`src/rtl/control_unit_pipe.sv`:
```
// control_unit_pipe: RV32I control decode with a registered ID/EX control bundle.
//  Decodes instr_d, drives the combinational immediate select for the ID extender,
//  detects load-use hazards, and registers the control bundle into the E stage
//  with flush/stall handling.
// Ports:
//  clk, rst                 clock, asynchronous active-high reset
//  instr_d, valid_d         decode-stage instruction and its valid flag
//  stall_i, flush_i         external hold / kill of the E register
//  ImmSrcD                  combinational immediate select (000 I,001 S,010 B,011 J,100 U)
//  stall_o                  combinational load-use stall request to IF/ID
//  RegWriteE..illegal_e     registered E-stage control bundle
module control_unit_pipe #(
   parameter int unsigned ALU_CTRL_W = 4,
   parameter bit          HAZARD_EN  = 1'b1
) (
   input  logic                  clk,
   input  logic                  rst,
   input  logic [31:0]           instr_d,
   input  logic                  valid_d,
   input  logic                  stall_i,
   input  logic                  flush_i,
   output logic [2:0]            ImmSrcD,
   output logic                  stall_o,
   output logic                  RegWriteE,
   output logic [1:0]            ResultSrcE,
   output logic                  MemWriteE,
   output logic                  ALUSrcE,
   output logic                  BranchE,
   output logic                  JumpE,
   output logic                  JalrE,
   output logic                  PcSrcAE,
   output logic [ALU_CTRL_W-1:0] ALUControlE,
   output logic [4:0]            rdE,
   output logic                  valid_e,
   output logic                  illegal_e
);

   localparam logic [6:0] OP_LOAD  = 7'b0000011;
   localparam logic [6:0] OP_STORE = 7'b0100011;
   localparam logic [6:0] OP_RTYPE = 7'b0110011;
   localparam logic [6:0] OP_ITYPE = 7'b0010011;
   localparam logic [6:0] OP_BR    = 7'b1100011;
   localparam logic [6:0] OP_JAL   = 7'b1101111;
   localparam logic [6:0] OP_JALR  = 7'b1100111;
   localparam logic [6:0] OP_LUI   = 7'b0110111;
   localparam logic [6:0] OP_AUIPC = 7'b0010111;

   localparam logic [2:0] IMM_I = 3'b000;
   localparam logic [2:0] IMM_S = 3'b001;
   localparam logic [2:0] IMM_B = 3'b010;
   localparam logic [2:0] IMM_J = 3'b011;
   localparam logic [2:0] IMM_U = 3'b100;

   localparam logic [1:0] RS_MEM = 2'b01;
   localparam logic [1:0] RS_PC4 = 2'b10;

   localparam logic [3:0] ALU_ADD   = 4'd0;
   localparam logic [3:0] ALU_SUB   = 4'd1;
   localparam logic [3:0] ALU_AND   = 4'd2;
   localparam logic [3:0] ALU_OR    = 4'd3;
   localparam logic [3:0] ALU_XOR   = 4'd4;
   localparam logic [3:0] ALU_SLT   = 4'd5;
   localparam logic [3:0] ALU_SLTU  = 4'd6;
   localparam logic [3:0] ALU_SLL   = 4'd7;
   localparam logic [3:0] ALU_SRL   = 4'd8;
   localparam logic [3:0] ALU_SRA   = 4'd9;
   localparam logic [3:0] ALU_PASSB = 4'd10;

   typedef struct packed {
      logic       valid;
      logic       illegal;
      logic       reg_write;
      logic [1:0] result_src;
      logic       mem_write;
      logic       alu_src;
      logic       branch;
      logic       jump;
      logic       jalr;
      logic       pc_src_a;
      logic [3:0] alu_ctrl;
      logic [4:0] rd;
   } ctrl_t;

   logic [6:0] op;
   logic [2:0] f3;
   logic [6:0] f7;
   logic [4:0] rs1;
   logic [4:0] rs2;
   assign op  = instr_d[6:0];
   assign f3  = instr_d[14:12];
   assign rs1 = instr_d[19:15];
   assign rs2 = instr_d[24:20];
   assign f7  = instr_d[31:25];

   ctrl_t      dec;
   ctrl_t      e_q;
   ctrl_t      e_next;
   logic [2:0] imm_src;
   logic       uses_rs1;
   logic       uses_rs2;
   logic [3:0] alu_funct;
   logic       bad_funct;
   logic       load_use;

   // ALU op and funct legality shared by R-type and I-type ALU instructions
   always_comb begin : funct_decode
      logic is_r;
      logic f7_zero;
      logic f7_alt;
      is_r      = (op == OP_RTYPE);
      f7_zero   = (f7 == 7'b0000000);
      f7_alt    = (f7 == 7'b0100000);
      alu_funct = ALU_ADD;
      case (f3)
         3'b000:  alu_funct = (is_r && f7_alt) ? ALU_SUB : ALU_ADD;
         3'b001:  alu_funct = ALU_SLL;
         3'b010:  alu_funct = ALU_SLT;
         3'b011:  alu_funct = ALU_SLTU;
         3'b100:  alu_funct = ALU_XOR;
         3'b101:  alu_funct = f7[5] ? ALU_SRA : ALU_SRL;
         3'b110:  alu_funct = ALU_OR;
         default: alu_funct = ALU_AND;
      endcase
      // R-type only allows the alternate f7 on sub/sra; immediates only constrain shifts
      if (is_r)
         bad_funct = !(f7_zero || (f7_alt && ((f3 == 3'b000) || (f3 == 3'b101))));
      else
         bad_funct = ((f3 == 3'b001) && !f7_zero) ||
                     ((f3 == 3'b101) && !(f7_zero || f7_alt));
   end

   // Main opcode decode into the control bundle
   always_comb begin : main_decode
      dec      = '0;
      dec.valid = 1'b1;
      dec.rd   = instr_d[11:7];
      imm_src  = IMM_I;
      uses_rs1 = 1'b0;
      uses_rs2 = 1'b0;
      case (op)
         OP_LOAD: begin
            dec.reg_write  = 1'b1;
            dec.result_src = RS_MEM;
            dec.alu_src    = 1'b1;
            uses_rs1       = 1'b1;
         end
         OP_STORE: begin
            imm_src       = IMM_S;
            dec.mem_write = 1'b1;
            dec.alu_src   = 1'b1;
            uses_rs1      = 1'b1;
            uses_rs2      = 1'b1;
         end
         OP_RTYPE: begin
            dec.reg_write = 1'b1;
            dec.alu_ctrl  = alu_funct;
            dec.illegal   = bad_funct;
            uses_rs1      = 1'b1;
            uses_rs2      = 1'b1;
         end
         OP_ITYPE: begin
            dec.reg_write = 1'b1;
            dec.alu_src   = 1'b1;
            dec.alu_ctrl  = alu_funct;
            dec.illegal   = bad_funct;
            uses_rs1      = 1'b1;
         end
         OP_BR: begin
            imm_src      = IMM_B;
            dec.branch   = 1'b1;
            dec.alu_ctrl = ALU_SUB;
            uses_rs1     = 1'b1;
            uses_rs2     = 1'b1;
         end
         OP_JAL: begin
            imm_src        = IMM_J;
            dec.jump       = 1'b1;
            dec.reg_write  = 1'b1;
            dec.result_src = RS_PC4;
         end
         OP_JALR: begin
            dec.jump       = 1'b1;
            dec.jalr       = 1'b1;
            dec.alu_src    = 1'b1;
            dec.reg_write  = 1'b1;
            dec.result_src = RS_PC4;
            uses_rs1       = 1'b1;
         end
         OP_LUI: begin
            imm_src       = IMM_U;
            dec.alu_src   = 1'b1;
            dec.reg_write = 1'b1;
            dec.alu_ctrl  = ALU_PASSB;
         end
         OP_AUIPC: begin
            imm_src       = IMM_U;
            dec.alu_src   = 1'b1;
            dec.pc_src_a  = 1'b1;
            dec.reg_write = 1'b1;
         end
         default: dec.illegal = 1'b1;
      endcase
      // Illegal instructions travel down the pipe with no side effects
      if (dec.illegal) begin
         dec.reg_write  = 1'b0;
         dec.result_src = 2'b00;
         dec.mem_write  = 1'b0;
         dec.alu_src    = 1'b0;
         dec.alu_ctrl   = ALU_ADD;
         imm_src        = IMM_I;
      end
   end

   assign ImmSrcD = imm_src;

   // Load in E whose destination feeds the instruction currently in decode
   assign load_use = e_q.valid && (e_q.result_src == RS_MEM) && (e_q.rd != 5'd0) && valid_d &&
                     (((e_q.rd == rs1) && uses_rs1) || ((e_q.rd == rs2) && uses_rs2));
   assign stall_o  = HAZARD_EN ? load_use : 1'b0;

   // E-register next value: flush > stall_i hold > load-use bubble > decode
   always_comb begin : e_next_sel
      e_next = e_q;
      if (flush_i)       e_next = '0;
      else if (stall_i)  e_next = e_q;
      else if (stall_o)  e_next = '0;
      else if (!valid_d) e_next = '0;
      else               e_next = dec;
   end

   always_ff @(posedge clk or posedge rst) begin : e_reg
      if (rst) e_q <= '0;
      else     e_q <= e_next;
   end

   assign valid_e     = e_q.valid;
   assign illegal_e   = e_q.illegal;
   assign RegWriteE   = e_q.reg_write;
   assign ResultSrcE  = e_q.result_src;
   assign MemWriteE   = e_q.mem_write;
   assign ALUSrcE     = e_q.alu_src;
   assign BranchE     = e_q.branch;
   assign JumpE       = e_q.jump;
   assign JalrE       = e_q.jalr;
   assign PcSrcAE     = e_q.pc_src_a;
   assign ALUControlE = ALU_CTRL_W'(e_q.alu_ctrl);
   assign rdE         = e_q.rd;

endmodule
```
`config.mk`:
```
export PLATFORM = sky130hd
export DESIGN_NAME = control_unit_pipe
export DESIGN_NICKNAME = d
export VERILOG_FILES = /design/src/rtl/control_unit_pipe.sv
export SDC_FILE = /design/constraint.sdc
export NUM_CORES = 1
export LEC_CHECK = 0
export ABC_AREA = 1
export BUFFER_PORTS_ARGS = -buffer_cell sky130_fd_sc_hd__buf_2
export CAP_MARGIN = 10
export CELL_PAD_IN_SITES_DETAIL_PLACEMENT = 0
export CELL_PAD_IN_SITES_GLOBAL_PLACEMENT = 1
export CORE_MARGIN = 5
export CORE_UTILIZATION = 28
export DETAILED_ROUTE_END_ITERATION = 10
export GPL_TIMING_DRIVEN = 0
export PLACE_DENSITY_LB_ADDON = 0.2
export REMOVE_ABC_BUFFERS = 1
export SKIP_CTS_REPAIR_TIMING = 1
export SYNTH_ARGS = -nofsm -noshare
export SYNTH_HDL_FRONTEND = slang
export SYNTH_SLANG_ARGS = --single-unit
```
`constraint.sdc`:
```
create_clock -name clk -period 1.3 [get_ports clk]
set_input_delay 0.065 -clock clk [delete_from_list [all_inputs] [get_ports clk]]
set_output_delay 0.065 -clock clk [all_outputs]
set_load 0.02 [all_outputs]
```
=== Word level (Yosys, flattened, before mapping) ===
Index checks and enable logic that the tools add are counted.

* Register bits: 20
* Input bits: 37
* Output and inout port bits: 24
* Logic and storage cells: 85

* Equal/unequal tests: 20
* Multiplexer cells: 24
* Reductions and logical operators: 29

{| class="wikitable"
|+ Operators by type and width
! operator !! count
|-
| 2-to-1 mux 20 bit || 4
|-
| equality test 7 x 6 -> 1 bit, second input constant || 4
|-
| case mux 4 bit (7 select lines) || 1
|-
| equality test 7 bit, second input constant || 3
|-
| equality test 7 x 5 -> 1 bit, second input constant || 2
|-
| OR reduction 7 bit || 2
|-
| 2-to-1 mux 1 bit || 12
|-
| case mux 3 bit (4 select lines) || 1
|-
| case mux 4 bit (3 select lines) || 1
|-
| OR reduction 6 bit || 2
|-
| equality test 5 bit || 2
|-
| logical AND 1 bit || 10
|-
| equality test 3 bit, second input constant || 3
|-
| equality test 7 x 2 -> 1 bit, second input constant || 1
|-
| zero test 7 bit || 1
|-
| equality test 3 x 2 -> 1 bit, second input constant || 2
|-
| OR reduction 2 bit || 3
|-
| logical OR 1 bit || 5
|-
| 2-to-1 mux 5 bit || 1
|-
| nonzero test 5 bit || 1
|-
| 2-to-1 mux 4 bit || 1
|-
| case mux 2 bit (2 select lines) || 1
|-
| equality test 3 x 1 -> 1 bit, second input constant || 1
|-
| zero test 1 bit || 3
|-
| other kinds (6) || 6
|}

=== Longest topological paths before layout ===
Gate-level depths: netlist (run 1).

* Word-level depth: 12
* Gate-level depth with buffers: 13

=== Worst setup path before layout (run 1) ===
OpenSTA, ideal clock, no wires.

* Path kind: reg-to-reg
* Start: register e_q (netlist bit rdE[3])
* End: register e_q (netlist bit ALUControlE[0])
* Setup time: 116 ps
* Data arrival time: 1247 ps
* Data required time: 1184 ps
* Path slack: -63 ps
* Cell stages (with the launch flop): 12
* Path buffers: 0
* Clock period less this slack: 1363 ps
* Cell sequence: dfrtp_1 -> inv_1 -> nand2_1 -> nand2_1 -> nor2_1 -> nand4_1 -> nand2_1 -> nand2_4 -> nand2_8 -> inv_4 -> nand2_1 -> nand2_1

* Longest elaborated chain between the ends: 7
* Elaborated cells on any way between the ends: 12

{| class="wikitable"
|+ RTL lines
! what !! line !! RTL
|-
| start, declared || 96 || <nowiki>ctrl_t e_q;</nowiki>
|-
| start signal, assigned || 233 || <nowiki>else e_q <= e_next;</nowiki>
|-
| equality test 5 bit or nonzero test 5 bit (tied branches) || 218, 217 ||
|-
| logical AND 1 bit, on equally long branches || 218, 217 ||
|-
| logical OR 1 bit or logical AND 1 bit (tied branches) || 218, 217 ||
|-
| logical AND 1 bit * || 217 || <nowiki>assign load_use = e_q.valid && (e_q.result_src == RS_MEM) && (e_q.rd != 5'd0) && valid_d &&</nowiki>
|-
| 2-to-1 mux 20 bit * || 226 || <nowiki>else if (stall_o) e_next = '0;</nowiki>
|-
| 2-to-1 mux 20 bit * || 225 || <nowiki>else if (stall_i) e_next = e_q;</nowiki>
|-
| 2-to-1 mux 20 bit * || 224 || <nowiki>if (flush_i) e_next = '0;</nowiki>
|}

Every way passes the cells marked *; elsewhere a longest branch is shown, timed or not. The select of a mux whose other input is x is not followed.
A chain may end at the register's enable or synchronous reset.

=== Final worst setup path (run 1) ===
* Start: register e_q (netlist bit rdE[0])
* End: output port stall_o

* Longest elaborated chain between the ends: 4
* Elaborated cells on any way between the ends: 9

{| class="wikitable"
|+ RTL lines
! what !! line !! RTL
|-
| equality test 5 bit or nonzero test 5 bit (tied branches) || 218, 217 ||
|-
| logical AND 1 bit, on equally long branches || 218, 217 ||
|-
| logical OR 1 bit or logical AND 1 bit (tied branches) || 218, 217 ||
|-
| logical AND 1 bit * || 217 ||
|-
| end, declared || 23 || <nowiki>output logic stall_o,</nowiki>
|}

Every way passes the cells marked *; elsewhere a longest branch is shown, timed or not.

==> results by group, run 1 <==
Power and ir drop
  • Overall power: 1.391 mW
  • Power density cells: 704.0 nW/um2
  • Seq pwr share: 0.464
  • Net Sw Frac: 0.2747
  • Worst IR drop on VDD: 0.3234 mV
  • Comb power frac: 0.192
  • Clock network power share: 0.345
  • P_leak: 1.152 nW
  • Power Internal: 1.009 mW
  • Net Switching: 0.3821 mW

Global route
  • Initial antenna violation count: 0
  • First-pass GRT wire length: 6.486 mm
  • Grt total ovfl: 0
  • Number of global-route vias before repair: 1428
  • Total global-route track usage: 0.1265
  • Pin count of the biggest net entering global routing: 21

Routing
  • Routed Antenna Nets: 0
  • DRT Wirelength: 4.016 mm
  • Via density: 4.281
  • DR iter-0 viols: 37
  • Number of detailed-route iterations in the first pass: 4
  • DRC viols: 0
  • Vias after detailed routing: 1507
  • Average wire per standard cell: 11.41 um

Layout
  • Layout cells sized above 1: 0.3825
  • Synth-to-Final Area Change: 42.38%
  • Nets@finish: 323
  • Antenna cells: 0
  • Cell Count, Final, Fillers Out: 352

Synthesis
  • Yosys top cell area share: 0.3607
  • Yosys top cell by area: dfrtp_1
  • Average size of a mapped cell: 6.514 um2
  • Yosys cell types: 24
  • Register area share after synthesis: 0.3607
  • Leading post-synthesis cells by cell area: dfrtp_1 (36%), nand2_1 (19%), nor2_1 (8.4%), inv_1 (7.3%), nand3_1 (3.6%)
  • Syn Inst Count: 213
  • Synth warnings: 0
  • Flops & latches, synth: 20
  • Synthesized area: 1388 um2

Placed design
  • Final GP Congestion: 0.7241
  • Dpl hpwl: 3.195 mm
  • Pre-CTS setup slack: -0.1644 ns
  • DP Cell Count: 339
  • Count of input and output buffers: 60

Clock tree
  • Clock transition at the registers of the reported paths: 0.08 ns
  • CTS tree: done
  • Clock Path Buffers: 2
  • H-tree levels: 1
  • Clock Root Buffer: clkbuf_8
  • CTS Buf Count: 3
  • Worst-Skew Late Latency: 0.26 ns
  • Clock Sinks: 20

Floorplan
  • Full die area: 6463 um2
  • Initial Util: 0.2918
  • Die span in x: 80.40 um
  • Core area: 4755 um2
  • Die height: 80.40 um
  • Row Count: 25
  • Ports: 61

Worst setup path
  • CP Capture Type: output pin
  • Arrival @ worst endpoint: 1.45 ns
  • Flop2flop setup slack: -0.19 ns
  • R2r worst-path depth: 11
  • Reg2Reg Capture Point: ALUControlE[1]
  • Worst Setup SP: rdE[0]
  • Required @ worst endpoint: 1.24 ns
  • Crit path max fanout: 6
  • Worst Path Class, Setup: reg2out
  • Crit path to: stall_o
  • Reg2reg start: rdE[0]
  • Worst setup SP type: flop

Timing
  • Worst slew pin tran: 1.183 ns
  • Max-slew headroom: 0.2095
  • RSZ-0062 raised after global routing: yes
  • Fmax: 661.1 MHz
  • Hold slack final: -0.05280 ns
  • Final Cycle Share: 1.164
  • Final setup TNS: -3.218 ns
  • Worst clock skew: 0.005401 ns
  • Tmin final: 1.513 ns
  • Final Setup Violations: 21
  • Max-slew violations: 0
  • Final hold vios: 20
  • Setup WS post-layout: -0.2127 ns

Run
  • Max Cap Viol: 0

Status
  • Status: finished with violations
  • Failing checks: hold timing, setup timing

Worst hold path
  • Hold Crit Class: in2async
## placed cells by master (no fill, tap or decap), types with 6 or more instances in the layout
master and instances:
inv_1 26, nand4_1 7, o21ai_2 7, a21oi_1 6
buf_2 59, nand2_1 68, nand2_2 9, dfrtp_1 15
nor2_1 30, nand3_1 10
## power groups by stage
| stage | logic [mW] | clock network [mW] | registers, mW |
|---|---|---|---|
| 6_report | 0.266 | 0.480 | 0.645 |
| 2_1_floorplan | 0.127 | 0 | 0.667 |
| 3_3_place_gp | 0.248 | 0 | 0.656 |
| 3_5_place_dp | 0.251 | 0 | 0.656 |
| 4_1_cts | 0.253 | 0.494 | 0.644 |
| 5_1_grt | 0.302 | 0.522 | 0.647 |
## cell usage after synthesis
cell type	n
nor3_1	2
nand2_8	1
nand2_1	72
xnor2_1	2
inv_1	27
nand2_2	5
nand3_1	10
inv_4	1
a21oi_2	1
xor2_1	4
nor2_4	2
nor4_1	1
o21ai_1	3
clkbuf_1	2
inv_2	3
nor2_2	4
dfrtp_1	20
nand2_4	1
nand3_2	1
nand4_1	7
o21ai_0	6
nor3b_1	1
nor2_1	31
a21oi_1	6
## metrics by stage
stage | cell area, um2 | util
after floorplan | 1380 | -
after global placement | 1764 | 0.3711
after detailed placement | 1775 | 0.3734
after CTS | 1831 | 0.3850
after global routing | 1976 | 0.4155
final | 1976 | 0.4155
## worst min path at each step
| stage | end | start | slack, ns |
|---|---|---|---|
| 2_1_floorplan | ALUControlE[0] | rst | 0.03 |
| 3_3_place_gp | rdE[2] | rst | 0.25 |
| 3_5_place_dp | valid_e | rst | 0.26 |
| 4_1_cts | valid_e | rst | -0.02 |
| 5_1_grt | rdE[3] | instr_d[10] | 0.007 |
| 6_report | rdE[3] | rst | -0.05 |
## sequential cells by signal, summed over array words and instances, names as in the netlist
register and flops:
rdE 5, BranchE 1, PcSrcAE 1, valid_e 1, ALUControlE 4, ALUSrcE 1
illegal_e 1, MemWriteE 1, RegWriteE 1, JalrE 1, JumpE 1, ResultSrcE 2
## routing by layer
metal	routed length, um	vias to the layer above	track usage
li1	-	806	-
met1	1858	650	0.1578
met2	1867	49	0.2185
met3	250	2	0.02018
met4	38	0	0.04561
met5	0	-	0
## critical path, cell delays in order (launching register included)
cell and delay, ns:
dfrtp_2 0.45, nor2_1 0.10, nor2_1 0.04, nor2_1 0.11
nand4_1 0.12, nand2_2 0.12, nand2_4 0.08, inv_2 0.07
buf_6 0.11
## area by class of cell
cell class	count	area [um2]
Clock buffer	4	55.05
Fill cell	544	2779
Multi-Input combinational cell	161	810.8
Sequential cell	20	506.7
Tap cell	67	83.83
Timing Repair Buffer	69	395.4
Inverter	31	123.9
## kinds of logic after synthesis
family          count (synthesis)  synth area share
simple gates                  138            0.4500
buf+inv                        33           0.09108
flops                          20            0.3607
compound gates                 16           0.06041
xor+xnor                        6           0.03787
(Power assumes the default switching activity.)
==> inputs of run 2 (changes only) <==
Settings changed: SKIP_LAST_GASP set to 1.
==> results by group, run 2 (same netlist as run 1, synthesis figures left out) <==
Layout
  • Commonest non-fill, non-tap cells in the layout: nand2_1 (70), buf_2 (59), nor2_1 (30), inv_1 (26), dfrtp_1 (15)
  • Nets@finish: 323 (unchanged)
  • Cell Count, Final, Fillers Out: 352 (unchanged)
  • Max FFs per register: 5 (unchanged)
  • Layout cells sized above 1: 0.3754 (-0.007018)
  • Leading cell type in the layout, fill and taps excluded: nand2_1
  • Multi-input logic area: 805.8 um2 (-0.62%)
  • FILL cells: 546 (+0.37%)
  • Synth-to-Final Area Change: 42.02%
  • Antenna cells: 0 (unchanged)
  • FF+latch area: 506.7 um2 (unchanged)

Timing
  • Worst clock skew: 0.003777 ns (-0.001624 ns)
  • Final setup TNS: -3.153 ns (+0.06593 ns)
  • Worst slew pin tran: 1.183 ns (unchanged)
  • Final Setup Violations: 21 (unchanged)
  • Fmax: 662.3 MHz (+0.18%)
  • RSZ-0062 raised after global routing: yes
  • Max-slew violations: 0 (unchanged)
  • Max-slew headroom: 0.2095 (unchanged)
  • Final Cycle Share: 1.162 (-0.002091)
  • Final hold vios: 21 (+5.0%)
  • Hold slack final: -0.05013 ns (+0.002667 ns)
  • Setup WS post-layout: -0.2100 ns (+0.002718 ns)
  • Tmin final: 1.510 ns (-0.002718 ns)

Status
  • Status: finished with violations
  • Failing checks: hold timing, setup timing

Worst setup path
  • Worst path max stage delay: 0.45 ns (about the same)
  • Most used cell, CP: nor2_1
  • Arrival @ worst endpoint: 1.44 ns (about the same)
  • Worst Path Class, Setup: reg2out
  • Slowest-stage cell, CP: dfrtp_2
  • Flop2flop setup slack: -0.19 ns (about the same)
  • Worst setup SP type: flop
  • Cells along the critical path: nor2_1 -> nor2_1 -> nor2_1 -> nand4_1 -> nand2_2 -> nand2_4 -> inv_2 -> buf_6
  • Crit path max fanout: 6 (unchanged)
  • Required @ worst endpoint: 1.24 ns (about the same)
  • CP Capture Type: output pin
  • CP delay by family, top: simple AND/OR/NAND/NOR gates
  • CP bufs+invs: 2 (unchanged)

Placed design
  • DP Cell Count: 339 (unchanged)
  • Dpl hpwl: 3.195 mm (unchanged)
  • Count of input and output buffers: 60 (unchanged)
  • Final GP Congestion: 0.7241 (unchanged)

Routing
  • DRC viols: 0 (unchanged)
  • Number of detailed-route iterations in the first pass: 4 (unchanged)
  • DRT Wirelength: 4.018 mm (about the same)
  • DR iter-0 viols: 38 (+2.7%)
  • Routed Antenna Nets: 0 (unchanged)
  • Via density: 4.278 (about the same)
  • Vias after detailed routing: 1506 (-0.066%)
  • Average wire per standard cell: 11.41 um (about the same)

Clock tree
  • Clock Root Buffer: clkbuf_8
  • H-tree levels: 1 (unchanged)
  • Clock Sinks: 20 (unchanged)
  • Clock transition at the registers of the reported paths: 0.08 ns (about the same)
  • Worst-Skew Late Latency: 0.26 ns (about the same)
  • CTS tree: done
  • CTS Buf Count: 3 (unchanged)
  • Clock Path Buffers: 2 (unchanged)

Power and ir drop
  • Worst IR drop on VDD: 0.3181 mV (-1.6%)
  • Overall power: 1.386 mW (-0.33%)
  • P_leak: 1.151 nW (-0.14%)
  • Power density cells: 703.5 nW/um2 (about the same)

Floorplan
  • Die height: 80.40 um (unchanged)
  • Initial Util: 0.2918 (unchanged)
  • Row Count: 25 (unchanged)
  • Core area: 4755 um2 (unchanged)
  • Ports: 61 (unchanged)
  • Die span in x: 80.40 um (unchanged)
  • Full die area: 6463 um2 (unchanged)

Global route
  • Pin count of the biggest net entering global routing: 21 (unchanged)
  • Grt total ovfl: 0 (unchanged)
  • Total global-route track usage: 0.1265 (unchanged)
  • Number of global-route vias before repair: 1428 (unchanged)
  • First-pass GRT wire length: 6.486 mm (unchanged)
  • Initial antenna violation count: 0 (unchanged)

Run
  • Max Cap Viol: 0 (unchanged)

Worst hold path
  • Hold Crit Class: in2async
run 2: per-stage QoR:
| step | utilization | instance area (um2) | setup WS (ns) | hold slack, ns |
|---|---|---|---|---|
| 3_3_place_gp | 0.3711 | 1764 | -0.1948 | 0.2521 |
| 6_report | 0.4145 | 1971 | -0.2100 | -0.05013 |
| 3_5_place_dp | 0.3734 | 1775 | -0.1644 | 0.2570 |
| 2_1_floorplan | - | 1380 | -0.06343 | 0.02883 |
| 5_1_grt | 0.4145 | 1971 | -0.2831 | 0.01499 |
| 4_1_cts | 0.3850 | 1831 | -0.3241 | -0.02489 |
run 2: worst paths after layout:
check / end / startpoint / depth (start not counted)
worst max register to register: ALUControlE[0] / rdE[0] / 11
worst max-delay path: stall_o / rdE[0] / 8
min in group clk: rdE[3] / instr_d[10] / 3
max in group asynchronous: rdE[4] / rst / 2
worst min register to register: JumpE / JumpE / 2
worst min-delay path: rdE[3] / rst / 2
run 2: metal layers:
layer	vias to the layer above	track usage	wire length [um]
li1	806	-	-
met1	645	0.1578	1846
met2	53	0.2185	1864
met3	2	0.02018	268
met4	0	0.04561	38
met5	-	0	0
run 2: layout make-up:
cell class | count | share of cell area
repair buffers | 69 | 0.2006
well taps | 67 | 0.04254
inverters | 31 | 0.06286
clock buffers | 4 | 0.02794
flip-flops and latches | 20 | 0.2571
multi-input cells | 161 | 0.4089
run 2: power by group:
part | total (mW) | internal (mW) | switching (mW)
clock | 0.476 | 0.269 | 0.207
combinational | 0.265 | 0.107 | 0.159
sequential | 0.645 | 0.632 | 0.0122
run 2: worst register-to-register path: cells and delay by family (launching register included):
family	cells	cell delay, ns
buffers and inverters	2	0.18
AND/OR/NAND/NOR	9	0.76
flip-flops	1	0.45
